**src/rtl/mailbox_pkg.sv**
```systemverilog
`default_nettype none
// ============================================================================
// Module      : mailbox_pkg
// Description : Shared types and constants for the stream mailbox endpoint
//               and its TX-side arbiter.
// Revision    : 1.0 - initial release
// ============================================================================
package mailbox_pkg;

    // Destination node ID width used across the mailbox fabric
    localparam int NODE_ID_WIDTH = 16;

    // Mailbox opcodes carried alongside each beat
    localparam logic [3:0] OPC_NOP    = 4'h0;
    localparam logic [3:0] OPC_DATA   = 4'h1;
    localparam logic [3:0] OPC_STATUS = 4'h2;
    localparam logic [3:0] OPC_IRQ    = 4'h3;
    localparam logic [3:0] OPC_ERR    = 4'h4;

    // Starvation counter width; holds limits up to 15
    localparam int MBX_STARVE_W = 4;

    // TX arbiter states: free for arbitration, or owned by one requester
    typedef enum logic {
        MBX_ARB_IDLE,
        MBX_ARB_LOCKED
    } mbx_arb_state_e;

    // Increment an index and wrap it back to zero at n
    function automatic int mbx_wrap_inc(input int idx, input int n);
        return (idx + 1 >= n) ? 0 : idx + 1;
    endfunction

endpackage
`default_nettype wire

```
**src/rtl/mbx_rr_picker.sv**
```systemverilog
`default_nettype none
// ============================================================================
// Module      : mbx_rr_picker
// Description : Combinational round-robin picker. Scans the request vector
//               starting at the base index, wrapping at the top, and returns
//               the first requester found as one-hot grant plus binary index.
// Revision    : 1.0 - initial release
// ============================================================================
module mbx_rr_picker
    import mailbox_pkg::*;
#(
    parameter int NUM_REQ = 4,
    parameter int IDX_W   = $clog2(NUM_REQ)
) (
    input  logic [NUM_REQ-1:0] i_req,
    input  logic [IDX_W-1:0]   i_base,
    output logic [NUM_REQ-1:0] o_grant,
    output logic [IDX_W-1:0]   o_idx,
    output logic               o_any
);

    int   w_base_i;
    logic w_found;

    assign w_base_i = 32'(i_base);
    assign o_any    = |i_req;

    // First pass covers base..top, second pass covers the wrapped 0..base-1
    always_comb begin
        o_grant = '0;
        o_idx   = '0;
        w_found = 1'b0;
        for (int i = 0; i < NUM_REQ; i++) begin
            if (!w_found && i_req[i] && (i >= w_base_i)) begin
                o_grant[i] = 1'b1;
                o_idx      = IDX_W'(i);
                w_found    = 1'b1;
            end
        end
        for (int i = 0; i < NUM_REQ; i++) begin
            if (!w_found && i_req[i] && (i < w_base_i)) begin
                o_grant[i] = 1'b1;
                o_idx      = IDX_W'(i);
                w_found    = 1'b1;
            end
        end
    end

endmodule
`default_nettype wire

```
**src/rtl/mailbox_tx_arbiter.sv**
```systemverilog
`default_nettype none
// ============================================================================
// Module      : mailbox_tx_arbiter
// Description : Packet-atomic arbiter sharing the mailbox endpoint TX port
//               between NUM_REQ requesters. Two priority classes with
//               round-robin inside each, low-class anti-starvation promotion,
//               and a single registered output stage.
// Revision    : 1.0 - initial release
// ============================================================================
module mailbox_tx_arbiter
    import mailbox_pkg::*;
#(
    parameter int NUM_REQ      = 4,
    parameter int DATA_W       = 32,
    parameter int DEST_W       = NODE_ID_WIDTH,
    parameter int STARVE_LIMIT = 4
) (
    input  logic                         clk,
    input  logic                         rst,
    input  logic [NUM_REQ-1:0]           req_valid,
    output logic [NUM_REQ-1:0]           req_ready,
    input  logic [NUM_REQ*DATA_W-1:0]    req_data,
    input  logic [NUM_REQ*DEST_W-1:0]    req_dest,
    input  logic [NUM_REQ*4-1:0]         req_opcode,
    input  logic [NUM_REQ-1:0]           req_prio,
    input  logic [NUM_REQ-1:0]           req_eop,
    output logic                         out_valid,
    input  logic                         out_ready,
    output logic [DATA_W-1:0]            out_data,
    output logic [DEST_W-1:0]            out_dest,
    output logic [3:0]                   out_opcode,
    output logic                         out_prio,
    output logic                         out_eop,
    output logic [$clog2(NUM_REQ)-1:0]   out_src,
    output logic                         busy
);

    localparam int c_IDX_W = $clog2(NUM_REQ);

    // Unpacked views of the per-requester beat fields
    logic [DATA_W-1:0] w_data_arr   [NUM_REQ];
    logic [DEST_W-1:0] w_dest_arr   [NUM_REQ];
    logic [3:0]        w_opcode_arr [NUM_REQ];

    mbx_arb_state_e     r_state;
    mbx_arb_state_e     w_state_next;
    logic [c_IDX_W-1:0] r_rr_ptr;
    logic [c_IDX_W-1:0] r_owner;
    logic               r_owner_prio;
    logic [MBX_STARVE_W-1:0] r_starve_cnt;

    logic [NUM_REQ-1:0] w_hi_req, w_lo_req;
    logic [NUM_REQ-1:0] w_hi_grant, w_lo_grant, w_win_grant;
    logic [c_IDX_W-1:0] w_hi_idx, w_lo_idx, w_win_idx, w_sel;
    logic               w_hi_any, w_lo_any, w_pick_lo, w_starved;
    logic               w_load_en, w_load, w_grant_idle, w_load_prio;

    logic               r_out_valid;
    logic [DATA_W-1:0]  r_out_data;
    logic [DEST_W-1:0]  r_out_dest;
    logic [3:0]         r_out_opcode;
    logic               r_out_prio;
    logic               r_out_eop;
    logic [c_IDX_W-1:0] r_out_src;

    genvar gi;
    generate
        for (gi = 0; gi < NUM_REQ; gi++) begin : g_unpack
            assign w_data_arr[gi]   = req_data[gi*DATA_W +: DATA_W];
            assign w_dest_arr[gi]   = req_dest[gi*DEST_W +: DEST_W];
            assign w_opcode_arr[gi] = req_opcode[gi*4 +: 4];
        end
    endgenerate

    // Split valid requests into the two priority classes
    assign w_hi_req = req_valid & req_prio;
    assign w_lo_req = req_valid & ~req_prio;

    mbx_rr_picker #(
        .NUM_REQ (NUM_REQ),
        .IDX_W   (c_IDX_W)
    ) u_hi_picker (
        .i_req   (w_hi_req),
        .i_base  (r_rr_ptr),
        .o_grant (w_hi_grant),
        .o_idx   (w_hi_idx),
        .o_any   (w_hi_any)
    );

    mbx_rr_picker #(
        .NUM_REQ (NUM_REQ),
        .IDX_W   (c_IDX_W)
    ) u_lo_picker (
        .i_req   (w_lo_req),
        .i_base  (r_rr_ptr),
        .o_grant (w_lo_grant),
        .o_idx   (w_lo_idx),
        .o_any   (w_lo_any)
    );

    // Low class wins when it has been starved long enough or high is empty
    assign w_starved   = (r_starve_cnt == MBX_STARVE_W'(STARVE_LIMIT));
    assign w_pick_lo   = (w_starved && w_lo_any) || !w_hi_any;
    assign w_win_grant = w_pick_lo ? w_lo_grant : w_hi_grant;
    assign w_win_idx   = w_pick_lo ? w_lo_idx : w_hi_idx;

    // Output register can take a new beat when empty or draining this cycle
    assign w_load_en = !r_out_valid || out_ready;

    // Locked packets keep the priority sampled on their first beat
    assign w_load_prio = (r_state == MBX_ARB_IDLE) ? req_prio[w_sel] : r_owner_prio;

    // Next-state, requester handshake and load decision
    always_comb begin
        w_state_next = r_state;
        req_ready    = '0;
        w_load       = 1'b0;
        w_grant_idle = 1'b0;
        w_sel        = w_win_idx;
        case (r_state)
            MBX_ARB_IDLE: begin
                if ((|req_valid) && w_load_en) begin
                    w_load       = 1'b1;
                    w_grant_idle = 1'b1;
                    req_ready    = w_win_grant;
                    if (!req_eop[w_win_idx]) begin
                        w_state_next = MBX_ARB_LOCKED;
                    end
                end
            end
            MBX_ARB_LOCKED: begin
                w_sel              = r_owner;
                req_ready[r_owner] = w_load_en;
                if (req_valid[r_owner] && w_load_en) begin
                    w_load = 1'b1;
                    if (req_eop[r_owner]) begin
                        w_state_next = MBX_ARB_IDLE;
                    end
                end
            end
            default: begin
                w_state_next = MBX_ARB_IDLE;
            end
        endcase
    end

    // State register
    always_ff @(posedge clk or posedge rst) begin
        if (rst) begin
            r_state <= MBX_ARB_IDLE;
        end else begin
            r_state <= w_state_next;
        end
    end

    // Packet-grant bookkeeping: owner, round-robin pointer, starvation count
    always_ff @(posedge clk or posedge rst) begin
        if (rst) begin
            r_rr_ptr     <= '0;
            r_owner      <= '0;
            r_owner_prio <= 1'b0;
            r_starve_cnt <= '0;
        end else if (w_grant_idle) begin
            r_rr_ptr     <= c_IDX_W'(mbx_wrap_inc(32'(w_win_idx), NUM_REQ));
            r_owner      <= w_win_idx;
            r_owner_prio <= req_prio[w_win_idx];
            if (!w_pick_lo && w_lo_any) begin
                if (!w_starved) begin
                    r_starve_cnt <= r_starve_cnt + 1'b1;
                end
            end else begin
                r_starve_cnt <= '0;
            end
        end
    end

    // Output stage: load a beat, drain on ready, otherwise hold stable
    always_ff @(posedge clk or posedge rst) begin
        if (rst) begin
            r_out_valid  <= 1'b0;
            r_out_data   <= '0;
            r_out_dest   <= '0;
            r_out_opcode <= '0;
            r_out_prio   <= 1'b0;
            r_out_eop    <= 1'b0;
            r_out_src    <= '0;
        end else if (w_load) begin
            r_out_valid  <= 1'b1;
            r_out_data   <= w_data_arr[w_sel];
            r_out_dest   <= w_dest_arr[w_sel];
            r_out_opcode <= w_opcode_arr[w_sel];
            r_out_prio   <= w_load_prio;
            r_out_eop    <= req_eop[w_sel];
            r_out_src    <= w_sel;
        end else if (out_ready) begin
            r_out_valid  <= 1'b0;
        end
    end

    assign out_valid  = r_out_valid;
    assign out_data   = r_out_data;
    assign out_dest   = r_out_dest;
    assign out_opcode = r_out_opcode;
    assign out_prio   = r_out_prio;
    assign out_eop    = r_out_eop;
    assign out_src    = r_out_src;
    assign busy       = (r_state == MBX_ARB_LOCKED);

    // A stalled requester must keep its beat stable until it is accepted
    generate
        for (gi = 0; gi < NUM_REQ; gi++) begin : g_proto_chk
            a_req_stable : assert property (
                @(posedge clk) disable iff (rst)
                (req_valid[gi] && !req_ready[gi]) |=>
                (!req_valid[gi] || ($stable(w_data_arr[gi]) && $stable(w_dest_arr[gi]) &&
                                    $stable(w_opcode_arr[gi]) && $stable(req_eop[gi])))
            );
        end
    endgenerate

endmodule
`default_nettype wire

```
**config.mk**
```make
export PLATFORM = sky130hd
export DESIGN_NAME = mailbox_tx_arbiter
export DESIGN_NICKNAME = d
export VERILOG_FILES = /design/src/rtl/mailbox_pkg.sv /design/src/rtl/mbx_rr_picker.sv /design/src/rtl/mailbox_tx_arbiter.sv
export SDC_FILE = /design/constraint.sdc
export NUM_CORES = 1
export LEC_CHECK = 0
export ABC_AREA = 1
export CORE_ASPECT_RATIO = 1.25
export CORE_MARGIN = 10
export CORE_UTILIZATION = 45
export CTS_CLUSTER_DIAMETER = 150
export DETAILED_ROUTE_END_ITERATION = 10
export PLACE_DENSITY = 0.89
export SLEW_MARGIN = 30
export SYNTH_ARGS = -nofsm -noshare
export SYNTH_HDL_FRONTEND = slang
export SYNTH_SLANG_ARGS = --single-unit
```
**constraint.sdc**
```tcl
create_clock -name clk -period 4 [get_ports clk]
set_clock_uncertainty 0.2 [all_clocks]
set_input_delay 0.4 -clock clk [delete_from_list [all_inputs] [get_ports clk]]
set_output_delay 0.4 -clock clk [all_outputs]
set_load 0.02 [all_outputs]
```
[Word level (Yosys, flattened, before mapping)]
Cells that the tools add are included.
Cells by class
  equality and inequality tests: 2
  $lt $le $gt $ge: 14
  $add $sub $neg: 2
  bitwise gates (word level): 6
  reductions and logical operators: 59
  multiplexer cells: 85
Operators with widths (count)
  binary-select mux 32 bit (select 2 bit): 1
  two-way mux 32 bit: 2
  two-way mux 1 bit: 47
  logical AND 1 bit: 35
  binary-select mux 16 bit (select 2 bit): 1
  two-way mux 16 bit: 2
  two-way mux 2 bit: 15
  two-way mux 4 bit: 6
  zero test 1 bit: 17
  bitwise AND 4 bit: 3
  binary-select mux 1 bit (select 2 bit): 6
  OR reduction 4 bit: 3
  < comparator 2 x 3 -> 1 bit (second input constant): 3
  binary-select mux 4 bit (select 2 bit): 1
  one-hot mux 4 bit (2 select lines): 1
  >= comparator 3 bit (second input constant): 2
  adder 4 x 1 -> 4 bit (second input constant): 1
  == test 4 x 3 -> 1 bit (second input constant): 1
  >= comparator 1 x 2 -> 1 bit (first input constant): 2
  >= comparator 2 bit (first input constant): 2
  < comparator 1 x 2 -> 1 bit (first input constant): 2
  < comparator 2 bit (first input constant): 2
  NOT 4 bit: 1
  one-hot mux 1 bit (2 select lines): 2
  other kinds (9): 10
Word-level totals
  register bits after elaboration: 67
  input port bits: 223
  output and inout bits: 62
  word-level logic and storage cells: 180

[Logic depth before layout (Yosys ltp)]
  depth in word-level cells: 38
  gate-level depth with buffers: 17
  depth with buffers taken out: 15

[By module]
From an unflattened synthesis, not the netlist that was laid out.
Unflattened totals
  cell total of the unflattened synthesis: 1059
  area, all modules: 5826.8 µm²
By module, submodules not included
  mailbox_tx_arbiter: area each 5579.1 µm², cells an instance 1001, sequential area each 1676.6 µm², times used 1
  mbx_rr_picker: area each 123.9 µm², cells an instance 29, sequential area each 0.0 µm², times used 2

[Worst setup path after synthesis]
Ideal clock, no wire load.
  kind: reg-to-output
  from: reg r_starve_cnt[0]
  to: out req_ready[1]
  stages on the path, launching flop included: 11
  required time: 3.400 ns
  path buffers: 1
  path slack: 1.645 ns
  data arrival time: 1.755 ns
  path through: dfrtp_1 -> inv_1 -> ha_1 -> nand3b_1 -> o21ai_2 -> nand3_1 -> nand2_1 -> clkbuf_1 -> nor2_1 -> nand2_1 -> o21ai_0
Between the ends
  word-level cells in the longest chain between the ends: 6
RTL lines
  start, declared: RTL line mailbox_tx_arbiter.sv:50  | logic [MBX_STARVE_W-1:0] r_starve_cnt;
  start signal, assigned: RTL line mailbox_tx_arbiter.sv:169  | r_starve_cnt <= r_starve_cnt + 1'b1;
  == test 4 x 3 -> 1 bit: RTL line mailbox_tx_arbiter.sv:102  | assign w_starved = (r_starve_cnt == MBX_STARVE_W'(STARVE_LIMIT));
  logical AND 1 bit: RTL line mailbox_tx_arbiter.sv:103  | assign w_pick_lo = (w_starved && w_lo_any) || !w_hi_any;
  logical OR 1 bit: RTL line mailbox_tx_arbiter.sv:103
  two-way mux 4 bit: RTL line mailbox_tx_arbiter.sv:104  | assign w_win_grant = w_pick_lo ? w_lo_grant : w_hi_grant;
  two-way mux 4 bit: RTL line mailbox_tx_arbiter.sv:122  | if ((|req_valid) && w_load_en) begin
  one-hot mux 4 bit (2 select lines): RTL line mailbox_tx_arbiter.sv:120  | case (r_state)
  end, declared: RTL line mailbox_tx_arbiter.sv:21  | output logic [NUM_REQ-1:0] req_ready,
No other way between the ends.

[Worst setup path after layout]
  from: in req_valid[0]
  to: out req_ready[1]
Between the ends
  word-level cells in the longest chain between the ends: 26
RTL lines
  start, declared: RTL line mailbox_tx_arbiter.sv:20  | input logic [NUM_REQ-1:0] req_valid,
  bitwise AND 4 bit (on tied branches): RTL line mailbox_tx_arbiter.sv:76, mailbox_tx_arbiter.sv:77
  logical AND 1 bit: RTL line mbx_rr_picker.sv:34  | if (!w_found && i_req[i] && (i >= w_base_i)) begin
  two-way mux 1 bit: RTL line mbx_rr_picker.sv:34
  zero test 1 bit: RTL line mbx_rr_picker.sv:34
  logical AND 1 bit (2 in series): RTL line mbx_rr_picker.sv:34
  two-way mux 1 bit: RTL line mbx_rr_picker.sv:34
  zero test 1 bit: RTL line mbx_rr_picker.sv:34
  logical AND 1 bit (2 in series): RTL line mbx_rr_picker.sv:34
  [6 not listed]
  logical AND 1 bit (2 in series): RTL line mbx_rr_picker.sv:41  | if (!w_found && i_req[i] && (i < w_base_i)) begin
  two-way mux 1 bit: RTL line mbx_rr_picker.sv:41
  zero test 1 bit: RTL line mbx_rr_picker.sv:41
  logical AND 1 bit (2 in series): RTL line mbx_rr_picker.sv:41
  two-way mux 1 bit: RTL line mbx_rr_picker.sv:41
  two-way mux 4 bit: RTL line mailbox_tx_arbiter.sv:104
  two-way mux 4 bit *: RTL line mailbox_tx_arbiter.sv:122
  one-hot mux 4 bit (2 select lines) *: RTL line mailbox_tx_arbiter.sv:120
Mark *: on every way between the ends. The rest lies on a longest branch, timed or not.

==> impl_results.md <==
* Status: finished clean
* Peak Freq at 279 MHz
* Die ar. at 0.0175 mm^2
* First-pass detailed-route iteration total at 5
* Worst-path clk slew at 0.06 ns
* Crit path arrival time at 2.98 ns
* Post-Synthesis Cells at 1024
* Initial antenna violation count at 0
* Post-Place Cells at 1436
* Total GRT Usage at 24.3%
* Wire length per cell after detailed routing at 15.2 um
* Grt ovf at 0
* Clock latency on the worst-skew pair at 0.33 ns
* Syn nets at 1249
* Layout cells sized above 1 at 3.11%
* PD cells at 727 mW/mm^2
* Synthesis Warnings at 0
* Largest net degree at the start of global routing at 108
* Final Cycle Share at 89.5%
* TritonCTS clock tree: yes
* Pwr Total at 6.44 mW
* CP max stage cell: clkdlybuf4s50_1
* Fin cells at 1452
* Post-CTS sizing at 0
* CP Max Fanout at 11
* Port bufs at 284
* Tmin final at 3.58 ns
* WL final at 22.0 mm
* Slew headroom at 55.1%
* GPL Wtd Cong at 0.928
* Avg Cell Area, Syn at 5.52 um^2
* Max clock buf depth at 2
* Ant. Diodes at 0
* Synth Register Bits at 67
* Vias in the first global route at 6596
* Cell row count at 45
* Max cap viols at 0
* Boundary Pins at 285
* Startpoint Class: input pin
* DRC Markers at 0
* Most used cell, CP: nand2_1
* Slowest cell delay on critical path at 0.64 ns
* Layout area overhead at 56.5%
* CTS H-tree lvls at 3
* Final setup violation count at 0
* RSZ-0062 raised after global routing: no
* Critical Path End Type: output pin
* Hold Buf Count CTS at 0
* Leak Pwr at 5.06 nW
* DIE HEIGHT at 145 um
* First-pass GRT wire length at 34.1 mm
* Worst-Margin Slew at 0.674 ns
* Via count at 6862
* Number of synthesized flops with an enable pin at 0
* Mapped Area at 0.00566 mm^2
* Final hold violation count at 0
* CTS buffer count at 9
* Setup TNS at 0 ns
* Die W at 120 um
* Post-route ant nets at 0
* Async S/R FF share, synth at 100%
* Layout Nets at 1508
* Filler cell count at 1046
* CP cell instances: clkdlybuf4s50_1 > nand2_1 > inv_2 > nand2_1 > nand2_1 > nor2_2 > nand4_1 > nand3_1 > nand2_1 > nor2_1 > nand2_1 > o21ai_0 > clkdlybuf4s50_1
* Sink Count at 67
* Post-DP HPWL at 17.0 mm
* Post-synth cell types at 29
* Hold WC Path Type: in2async
* Reg2reg path depth at 15
* Worst EP required at 3.40 ns
* Vias per cell at 4.73
* Setup Buffers After CTS at 0
* Prevailing post-synth register cell: dfrtp_1
* Worst IR Drop VDD at 0.499 mV
* Initial Util at 46.3%
* Final Max Tran Viols at 0
* WS Path Type: in2out
* CTS Root Cell: clkbuf_16
* Sequential area share after synthesis at 29.6%
* Starting DRT DRC Count at 481
* CORE AREA at 0.0122 mm^2
-- critical path, delay by kind of cell --
family	cells	cell delay (ns)
buf+inv	3	1.17
compound gates	1	0.10
simple gates	9	1.30
-- cells in the final DEF, fill, tap and decap left out, types with 3 or more instances in the layout --
cell type,count
a21oi_1,5
buf_12,4
buf_4,6
clkbuf_16,9
clkdlybuf4s50_1,284
dfrtp_1,67
inv_1,230
inv_2,7
nand2_1,467
nand2_2,3
nand3_1,130
nand4_1,5
nor2_1,26
nor2_2,3
nor3_1,4
o211ai_1,4
o21ai_0,10
o22ai_1,3
-- report_power, final --
| group | internal (mW) | switching [mW] |
|---|---|---|
| sequential | 1.04 | 0.204 |
| clock | 0.435 | 0.286 |
| combinational | 1.68 | 2.79 |
-- stage by stage --
step                setup WS, ns  utilization (%)  hold WS (ns)  instance area, um^2
floorplan                   1.64                -         0.296                 5660
global placement           0.502             70.2         0.261                 8580
detailed placement         0.489             70.2         0.264                 8580
CTS                        0.473             72.4         0.194                 8850
global route               0.238             72.4         0.227                 8850
finish                     0.419             72.4         0.183                 8850
-- layout make-up --
class / instances / area, um^2 / area share (%)
multi-input cells: 674 / 2840 / 32.1
clock inverters: 4 / 26.3 / 0.297
inverters: 237 / 890 / 10.1
flip-flops and latches: 67 / 1680 / 18.9
repair buffers: 294 / 2970 / 33.5
well taps: 164 / 205 / 2.32
clock buffers: 12 / 246 / 2.78
-- per-layer routing --
metal | routed length (um) | global-route usage (%) | share of wire [%]
met4 | 869 | 11.3 | 3.9
met3 | 1850 | 7.40 | 8.4
met2 | 10800 | 41.1 | 49
met1 | 8500 | 27.2 | 39
met5 | 0 | 0 | 0
-- worst paths after layout --
path | startpoint | endpoint | slack, ns
setup / recovery | req_valid[0] | req_ready[1] | 0.42
hold / removal | rst | out_dest[5]$_DFFE_PP0P_ | 0.18
setup reg to reg | r_starve_cnt[0]$_DFFE_PP0P_ | out_data[6]$_DFFE_PP0P_ | 1.20
hold reg to reg | out_dest[13]$_DFFE_PP0P_ | out_dest[13]$_DFFE_PP0P_ | 0.27
max in group asynchronous | rst | out_data[9]$_DFFE_PP0P_ | 2.66
min in group clk | out_dest[13]$_DFFE_PP0P_ | out_dest[13]$_DFFE_PP0P_ | 0.27
-- registers in the layout (all words and copies together) (netlist names) --
name          count
r_owner           2
out_dest         16
out_eop           1
out_prio          1
busy              1
out_opcode        4
r_starve_cnt      4
out_data         32
out_valid         1
r_rr_ptr          2
r_owner_prio      1
out_src           2
-- cells in the mapped netlist (3+ instances only) --
library cell / count / area, um^2
nand2_1: 469 / 1760
inv_1: 231 / 867
nand3_1: 130 / 651
dfrtp_1: 67 / 1680
nor2_1: 26 / 97.6
clkbuf_1: 19 / 71.3
buf_2: 16 / 80.1
o21ai_0: 10 / 50.1
buf_6: 6 / 67.6
a21oi_1: 5 / 25.0
buf_4: 5 / 37.5
inv_2: 5 / 18.8
nand4_1: 5 / 31.3
nor3_1: 4 / 20.0
o211ai_1: 4 / 30.0
nor2_2: 3 / 18.8
o22ai_1: 3 / 18.8
-- cells by family (layout without fill, tap and decap cells) --
kind of cell	count (synthesis)	in the layout	synth area share, %
and+or+nand+nor	641	641	46.2
buffers and inverters	283	547	20.3
DFF	67	67	29.6
AOI/OAI and AO/OA	28	28	2.96
adders and majority gates	2	2	0.442
xor gates and xnor gates	2	2	0.310
muxes	1	1	0.177
No activity file was read; power rests on OpenSTA's default activity.
